### src/rtl/traffic_ctrl_n.sv
// traffic_ctrl_n: N-phase signal controller with pedestrian service,
// night flash mode and a one-second tick divider.
module traffic_ctrl_n #(
  parameter int FPGAFREQ = 50_000_000,
  parameter int NPHASES = 2,
  parameter int T_GREEN = 10,
  parameter int T_GREEN0 = 18,
  parameter int T_YELLOW = 4,
  parameter int T_ALLRED = 1,
  parameter int T_PEDWALK = 5,
  parameter int T_PEDCLEAR = 3,
  parameter int T_RESET = 3,
  localparam int PW = $clog2(NPHASES),
  localparam int M1 = T_GREEN > T_GREEN0 ? T_GREEN : T_GREEN0,
  localparam int M2 = M1 > T_YELLOW ? M1 : T_YELLOW,
  localparam int M3 = M2 > T_ALLRED ? M2 : T_ALLRED,
  localparam int M4 = M3 > T_PEDWALK ? M3 : T_PEDWALK,
  localparam int M5 = M4 > T_PEDCLEAR ? M4 : T_PEDCLEAR,
  localparam int TMAX = M5 > T_RESET ? M5 : T_RESET,
  localparam int SW = $clog2(TMAX + 1)
) (
  input  logic               clk,
  input  logic               reset,
  input  logic               ped_req,
  input  logic               flash_en,
  output logic [NPHASES-1:0] phase_red,
  output logic [NPHASES-1:0] phase_yellow,
  output logic [NPHASES-1:0] phase_green,
  output logic               ped_walk,
  output logic               ped_dontwalk,
  output logic               req_pending,
  output logic [PW-1:0]      cur_phase,
  output logic [SW-1:0]      sec_left
);

  typedef enum logic [2:0] {
    S_RESET,
    S_GREEN,
    S_YELLOW,
    S_ALLRED,
    S_PEDWALK,
    S_PEDCLEAR,
    S_FLASH
  } state_t;

  localparam int DW = FPGAFREQ > 1 ? $clog2(FPGAFREQ) : 1;
  localparam logic [DW-1:0] DIV_LAST = DW'(FPGAFREQ - 1);
  localparam logic [DW-1:0] DIV_HALF = DW'(FPGAFREQ / 2);
  localparam logic [PW-1:0] LAST_PH = PW'(NPHASES - 1);

  state_t state;
  logic [DW-1:0] div;
  logic [2:0] sync;
  logic tick;
  logic expire;
  logic half;
  logic rise;
  logic ped_set;
  logic [NPHASES-1:0] onehot;

  function automatic logic [SW-1:0] secs(input int t);
    return SW'(t - 1);
  endfunction

  assign tick = div == DIV_LAST;
  assign expire = tick && sec_left == '0;
  assign half = div < DIV_HALF;
  // sync[1:0] is the 2-FF synchronizer, sync[2] the edge-detect delay
  assign rise = sync[1] & ~sync[2];
  assign ped_set = rise && state != S_PEDWALK;

  always_ff @(posedge clk or posedge reset) begin
    if (reset) begin
      state <= S_RESET;
      div <= '0;
      sec_left <= secs(T_RESET);
      cur_phase <= '0;
      req_pending <= 1'b0;
      sync <= '0;
    end else begin
      sync <= {sync[1:0], ped_req};
      div <= tick ? '0 : div + DW'(1);
      if (ped_set)
        req_pending <= 1'b1;
      if (state == S_FLASH) begin
        if (tick && !flash_en) begin
          state <= S_ALLRED;
          cur_phase <= LAST_PH;
          sec_left <= secs(T_ALLRED);
        end
      end else if (tick && sec_left != '0) begin
        sec_left <= sec_left - SW'(1);
      end else if (expire) begin
        unique case (state)
          S_RESET: begin
            state <= S_GREEN;
            cur_phase <= '0;
            sec_left <= secs(T_GREEN0);
          end
          S_GREEN: begin
            state <= S_YELLOW;
            sec_left <= secs(T_YELLOW);
          end
          S_YELLOW: begin
            state <= S_ALLRED;
            sec_left <= secs(T_ALLRED);
          end
          S_ALLRED: begin
            if (flash_en) begin
              state <= S_FLASH;
              sec_left <= '0;
            end else if (cur_phase < LAST_PH) begin
              state <= S_GREEN;
              cur_phase <= cur_phase + PW'(1);
              sec_left <= secs(T_GREEN);
            end else if (req_pending) begin
              // clear wins over a coincident set
              state <= S_PEDWALK;
              sec_left <= secs(T_PEDWALK);
              req_pending <= 1'b0;
            end else begin
              state <= S_GREEN;
              cur_phase <= '0;
              sec_left <= secs(T_GREEN0);
            end
          end
          S_PEDWALK: begin
            state <= S_PEDCLEAR;
            sec_left <= secs(T_PEDCLEAR);
          end
          S_PEDCLEAR: begin
            state <= S_GREEN;
            cur_phase <= '0;
            sec_left <= secs(T_GREEN0);
          end
          default: ;
        endcase
      end
    end
  end

  always_comb begin
    for (int i = 0; i < NPHASES; i++)
      onehot[i] = cur_phase == PW'(i);
    phase_red = '1;
    phase_yellow = '0;
    phase_green = '0;
    ped_walk = 1'b0;
    ped_dontwalk = 1'b1;
    unique case (state)
      S_GREEN: begin
        phase_green = onehot;
        phase_red = ~onehot;
      end
      S_YELLOW: begin
        phase_yellow = onehot;
        phase_red = ~onehot;
      end
      S_PEDWALK: begin
        ped_walk = 1'b1;
        ped_dontwalk = 1'b0;
      end
      S_PEDCLEAR: ped_dontwalk = half;
      S_FLASH: begin
        phase_red = '0;
        phase_yellow = {NPHASES{half}};
        ped_dontwalk = 1'b0;
      end
      default: ;
    endcase
  end

endmodule

### config.mk
export PLATFORM = sky130hd
export DESIGN_NAME = traffic_ctrl_n
export DESIGN_NICKNAME = d
export VERILOG_FILES = /design/src/rtl/traffic_ctrl_n.sv
export SDC_FILE = /design/constraint.sdc
export NUM_CORES = 1
export LEC_CHECK = 0
export ABC_AREA = 1
export BUFFER_PORTS_ARGS = -buffer_cell sky130_fd_sc_hd__buf_4
export CORE_MARGIN = 3
export CORE_UTILIZATION = 45
export DETAILED_ROUTE_END_ITERATION = 7
export PLACE_DENSITY = 0.7
export SYNTH_ARGS = -nofsm -noshare
export SYNTH_HDL_FRONTEND = slang
export SYNTH_SLANG_ARGS = --single-unit
### constraint.sdc
create_clock -name clk -period 3.2 [get_ports clk]
set_input_delay 0.32 -clock clk [delete_from_list [all_inputs] [get_ports clk]]
set_output_delay 0.32 -clock clk [all_outputs]
set_load 0.03 [all_outputs]
==> metrics.sh <==
RUN_STATUS='finished clean'
FLOORPLAN.IO_PINS=19
NETSWITCHINGFRACTION_PCT=19.5
AREA_OF_THE_DIE_SQ_UM=6580
CRITICAL_PATH_FANOUT_MAX=5
GRT_USAGE_PCT=20.2
YOSYSUNIQUECELLTYPES=33
VIAS=2316
SYNTH.YOSYS.SEQ_AREA_SHARE_PCT=38.5
RSZ0062_AT_GRT='no'
CTS-HTREE-LEVELS=2
CRIT_PATH_TIME_FINAL_NS=2.13
SETUP_SLACK_NS=1.07
POST_CTS_RESIZED=0
ANTENNA-DIODE-COUNT=0
PLACEMENT.IO_BUFFERS=18
INITIAL_UTILIZATION_PCT=48.2
YOSYS_REGISTER_BITS=39
CLOCK_INSERTION_DELAY_WORST_SKEW_NS=0.30
MIN_DELAY_PATH_DEPTH=1
WORSTPATHREQUIRED_NS=2.88
REPORT.FINAL.HOLD_VIOL_COUNT=0
HP-CLASS='primary input to flop'
SYNTHTOLAYOUTAREAGROWTH_PCT=13.7
DRC=0
POSTROUTEWIRELENGTH_UM=5870
SHARE_COMB_OF_TOTAL_POWER_PCT=1.5
ROUTED_WIRE_LENGTH_PER_INSTANCE_UM=13.1
CP_DATA_ARRIVAL_TIME_NS=1.81
SHARE_SEQ_OF_TOTAL_POWER_PCT=49.3
GRT_PASS1_WL_UM=10300
GPL.FINAL_WEIGHTED_CONGESTION=0.932
POWER_FRAC_CLOCK_PCT=49.3
CORE_AREA_SQ_UM=5270
DR.PASS1.ITERS=5
SYNTHESIS.AREA_SQ_UM=2540
SETUP_VIOL_COUNT_FINAL=0
FINAL.SETUP.TNS_NS=0
MULTI_INPUT_AREA_SQ_UM=1330
TIMING.CLOCK.SKEW_NS=0.00738
DETAILEDROUTE.FIRSTITERATIONVIOLATIONS=148
TIMING.FINAL.MAX_SLEW_VIOLATIONS=0
FLOORPLAN.DIE.HEIGHT_UM=81.1
REGAREA_SQ_UM=977
GLOBALROUTEOVERFLOWTOTAL=0
MOSTFREQUENTLAYOUTCELL='sky130_fd_sc_hd__nand2_1'
REG2REGPATHDEPTH=12
PATH_TYPE_OF_THE_WORST_SETUP_PATH='flop to primary output'
DETAILEDPLACE.WORSTSLACK_NS=1.31
SLEW_HEADROOM_PCT=55.2
FINAL_CELL_MIX='sky130_fd_sc_hd__nand2_1 (77), sky130_fd_sc_hd__nor2_1 (56), sky130_fd_sc_hd__inv_1 (54)'
POST_SYNTHESIS_AVERAGE_CELL_AREA_SQ_UM=7.17
TIMING.FINAL.CRIT_SHARE_PCT=66.6
FILLERINSTANCES=506
BUFFERS_INSERTED_DURING_POST_CTS_SETUP_OPTIMIZATION=0
INTERNAL-POWER_mW=0.809
SYNTH_NETS=361
FINISH.NET_COUNT=385
ANT_NETS=0
CLOCK-ROOT-BUFFER='sky130_fd_sc_hd__clkbuf_8'
HOLD_BUFFERS=0
STD_CELL_ROWS=26
DP_HPWL_UM=4450
CAP_VIOL_MAX_COUNT=0
SYNTH-WARNING-COUNT=0
LEAKAGEPOWER_nW=1.42
SYNTHESIS.INSTANCES=354
ANTENNA_FOUND_INITIAL=0
CTS.SINK_COUNT=39
CLOCK_TREE.BUFFER_DEPTH=2
WORSTSETUPENDPOINTTYPE='primary output'
CTS_TREE='yes'
DIE_X_UM=81.1
SHARE_OF_FINAL_LAYOUT_STANDARD_CELLS_STRONGER_THAN_DRIVE_STRENGTH_1_PCT=12.4
DRT-VIAS-PER-INSTANCE=5.16
FINISH.UTILIZATION_PCT=54.8
START_KIND='flop'
CTS_INSERTED_BUFFERS=5
GRT_MAX_DEGREE=40
WORST_SLEW_PIN_SLEW_NS=0.663
FMAXACHIEVABLE_MHz=469
CLOCK_PIN_SLEW_ON_THE_WORST_SETUP_AND_HOLD_PATHS_NS=0.08
P_TOTAL_mW=1.00
FIRST_GLOBAL_VIAS=2225
SWITCHINGPOWER_mW=0.196
POWER_DENSITY_nW_PER_UM2=348
WORST_IR_DROP_VDD_V=0.000306
==> registers in the layout (all words and copies together), names as in the netlist <==
register and cells:
cur_phase 1, sync 3, state 3, div 26
sec_left 5, req_pending 1
==> final timing paths <==
kind / from / to / slack (ns)
worst max register to register: div[0] / cur_phase / 1.29
max in group asynchronous: reset / sec_left[1] / 2.70
worst max-delay path: div[9] / ped_dontwalk / 1.07
min in group asynchronous: reset / req_pending / 0.14
worst min register to register: sync[0] / sync[1] / 0.35
worst min-delay path: ped_req / sync[0] / 0.13
==> per-layer routing <==
layer  global-route usage (%)  vias up  part of all wire [%]
li1                         -     1179                     -
met1                     28.8     1066                    49
met2                     31.7       65                    45
met3                     3.77        6                   5.2
met4                     4.73        0                  0.97
met5                        0        -                     0
==> cell usage after synthesis <==
cell type / count / area share, %
sky130_fd_sc_hd__xor2_1: 14 / 4.8
sky130_fd_sc_hd__nor2_1: 56 / 8.3
sky130_fd_sc_hd__nor3_1: 14 / 2.8
sky130_fd_sc_hd__nor4b_1: 1 / 0.35
sky130_fd_sc_hd__clkbuf_8: 1 / 0.54
sky130_fd_sc_hd__inv_1: 54 / 8.0
sky130_fd_sc_hd__nand3b_1: 1 / 0.30
sky130_fd_sc_hd__a21oi_1: 16 / 3.2
sky130_fd_sc_hd__o21a_1: 2 / 0.59
sky130_fd_sc_hd__nand4_1: 7 / 1.7
sky130_fd_sc_hd__a211oi_1: 2 / 0.59
sky130_fd_sc_hd__nor3_2: 1 / 0.39
sky130_fd_sc_hd__xnor2_1: 1 / 0.35
sky130_fd_sc_hd__nand2_4: 2 / 0.89
sky130_fd_sc_hd__buf_2: 1 / 0.20
sky130_fd_sc_hd__dfrtp_1: 38 / 37
sky130_fd_sc_hd__a31oi_1: 1 / 0.25
sky130_fd_sc_hd__nand3_2: 2 / 0.79
sky130_fd_sc_hd__nor3b_1: 1 / 0.30
sky130_fd_sc_hd__o22ai_1: 2 / 0.49
sky130_fd_sc_hd__nand3_1: 32 / 6.3
sky130_fd_sc_hd__nor2_4: 4 / 1.8
sky130_fd_sc_hd__o211ai_1: 1 / 0.30
sky130_fd_sc_hd__nand3_4: 3 / 2.1
sky130_fd_sc_hd__inv_2: 1 / 0.15
sky130_fd_sc_hd__buf_4: 1 / 0.30
sky130_fd_sc_hd__nand2_2: 2 / 0.49
sky130_fd_sc_hd__o21ai_1: 3 / 0.59
sky130_fd_sc_hd__nor2_2: 3 / 0.74
sky130_fd_sc_hd__nand2_1: 77 / 11
sky130_fd_sc_hd__dfstp_2: 1 / 1.0
sky130_fd_sc_hd__o21ai_0: 6 / 1.2
sky130_fd_sc_hd__ha_1: 3 / 1.5
==> power groups by stage <==
stage          clock (mW)  combinational (mW)  sequential, mW
4_1_cts             0.503              0.0159           0.495
3_5_place_dp            0              0.0158           0.505
5_1_grt             0.522              0.0177           0.495
3_3_place_gp            0              0.0155           0.505
6_report            0.495              0.0149           0.495
2_1_floorplan           0             0.00858           0.504
==> logic make-up after synthesis <==
logic type / synth area share [%]
AO/OA/AOI/OAI: 7.15
XOR/XNOR: 5.18
adder cells (fa/ha/maj): 1.48
buffers and inverters: 9.17
flip-flops: 38.5
AND/OR/NAND/NOR: 38.5
==> layout make-up <==
| cell class | count | area share [%] |
|---|---|---|
| Multi-Input combinational cell | 257 | 46.0 |
| Sequential cell | 39 | 33.9 |
| Inverter | 55 | 7.15 |
| Timing Repair Buffer | 20 | 5.20 |
| Tap cell | 70 | 3.03 |
| Clock buffer | 5 | 2.38 |
| Clock inverter | 3 | 2.34 |
==> critical path, stage by stage (launching register included) <==
cell and delay (ns):
sky130_fd_sc_hd__dfrtp_1 0.45, sky130_fd_sc_hd__nor2_1 0.24, sky130_fd_sc_hd__nand3_1 0.12, sky130_fd_sc_hd__nand4_1 0.09, sky130_fd_sc_hd__nand3_1 0.09, sky130_fd_sc_hd__nand2_1 0.07
sky130_fd_sc_hd__nand2_1 0.09, sky130_fd_sc_hd__o211ai_1 0.18, sky130_fd_sc_hd__buf_4 0.19
==> metrics by stage <==
stage / instances / cell area, sq um / hold WS (ns)
floorplan: 354 / 2540 / 0.331
global placement: 441 / 2750 / 0.333
detailed placement: 441 / 2750 / 0.335
CTS: 449 / 2890 / 0.126
global route: 449 / 2890 / 0.124
finish: 449 / 2890 / 0.130
Power figures use the tool's default switching activity.
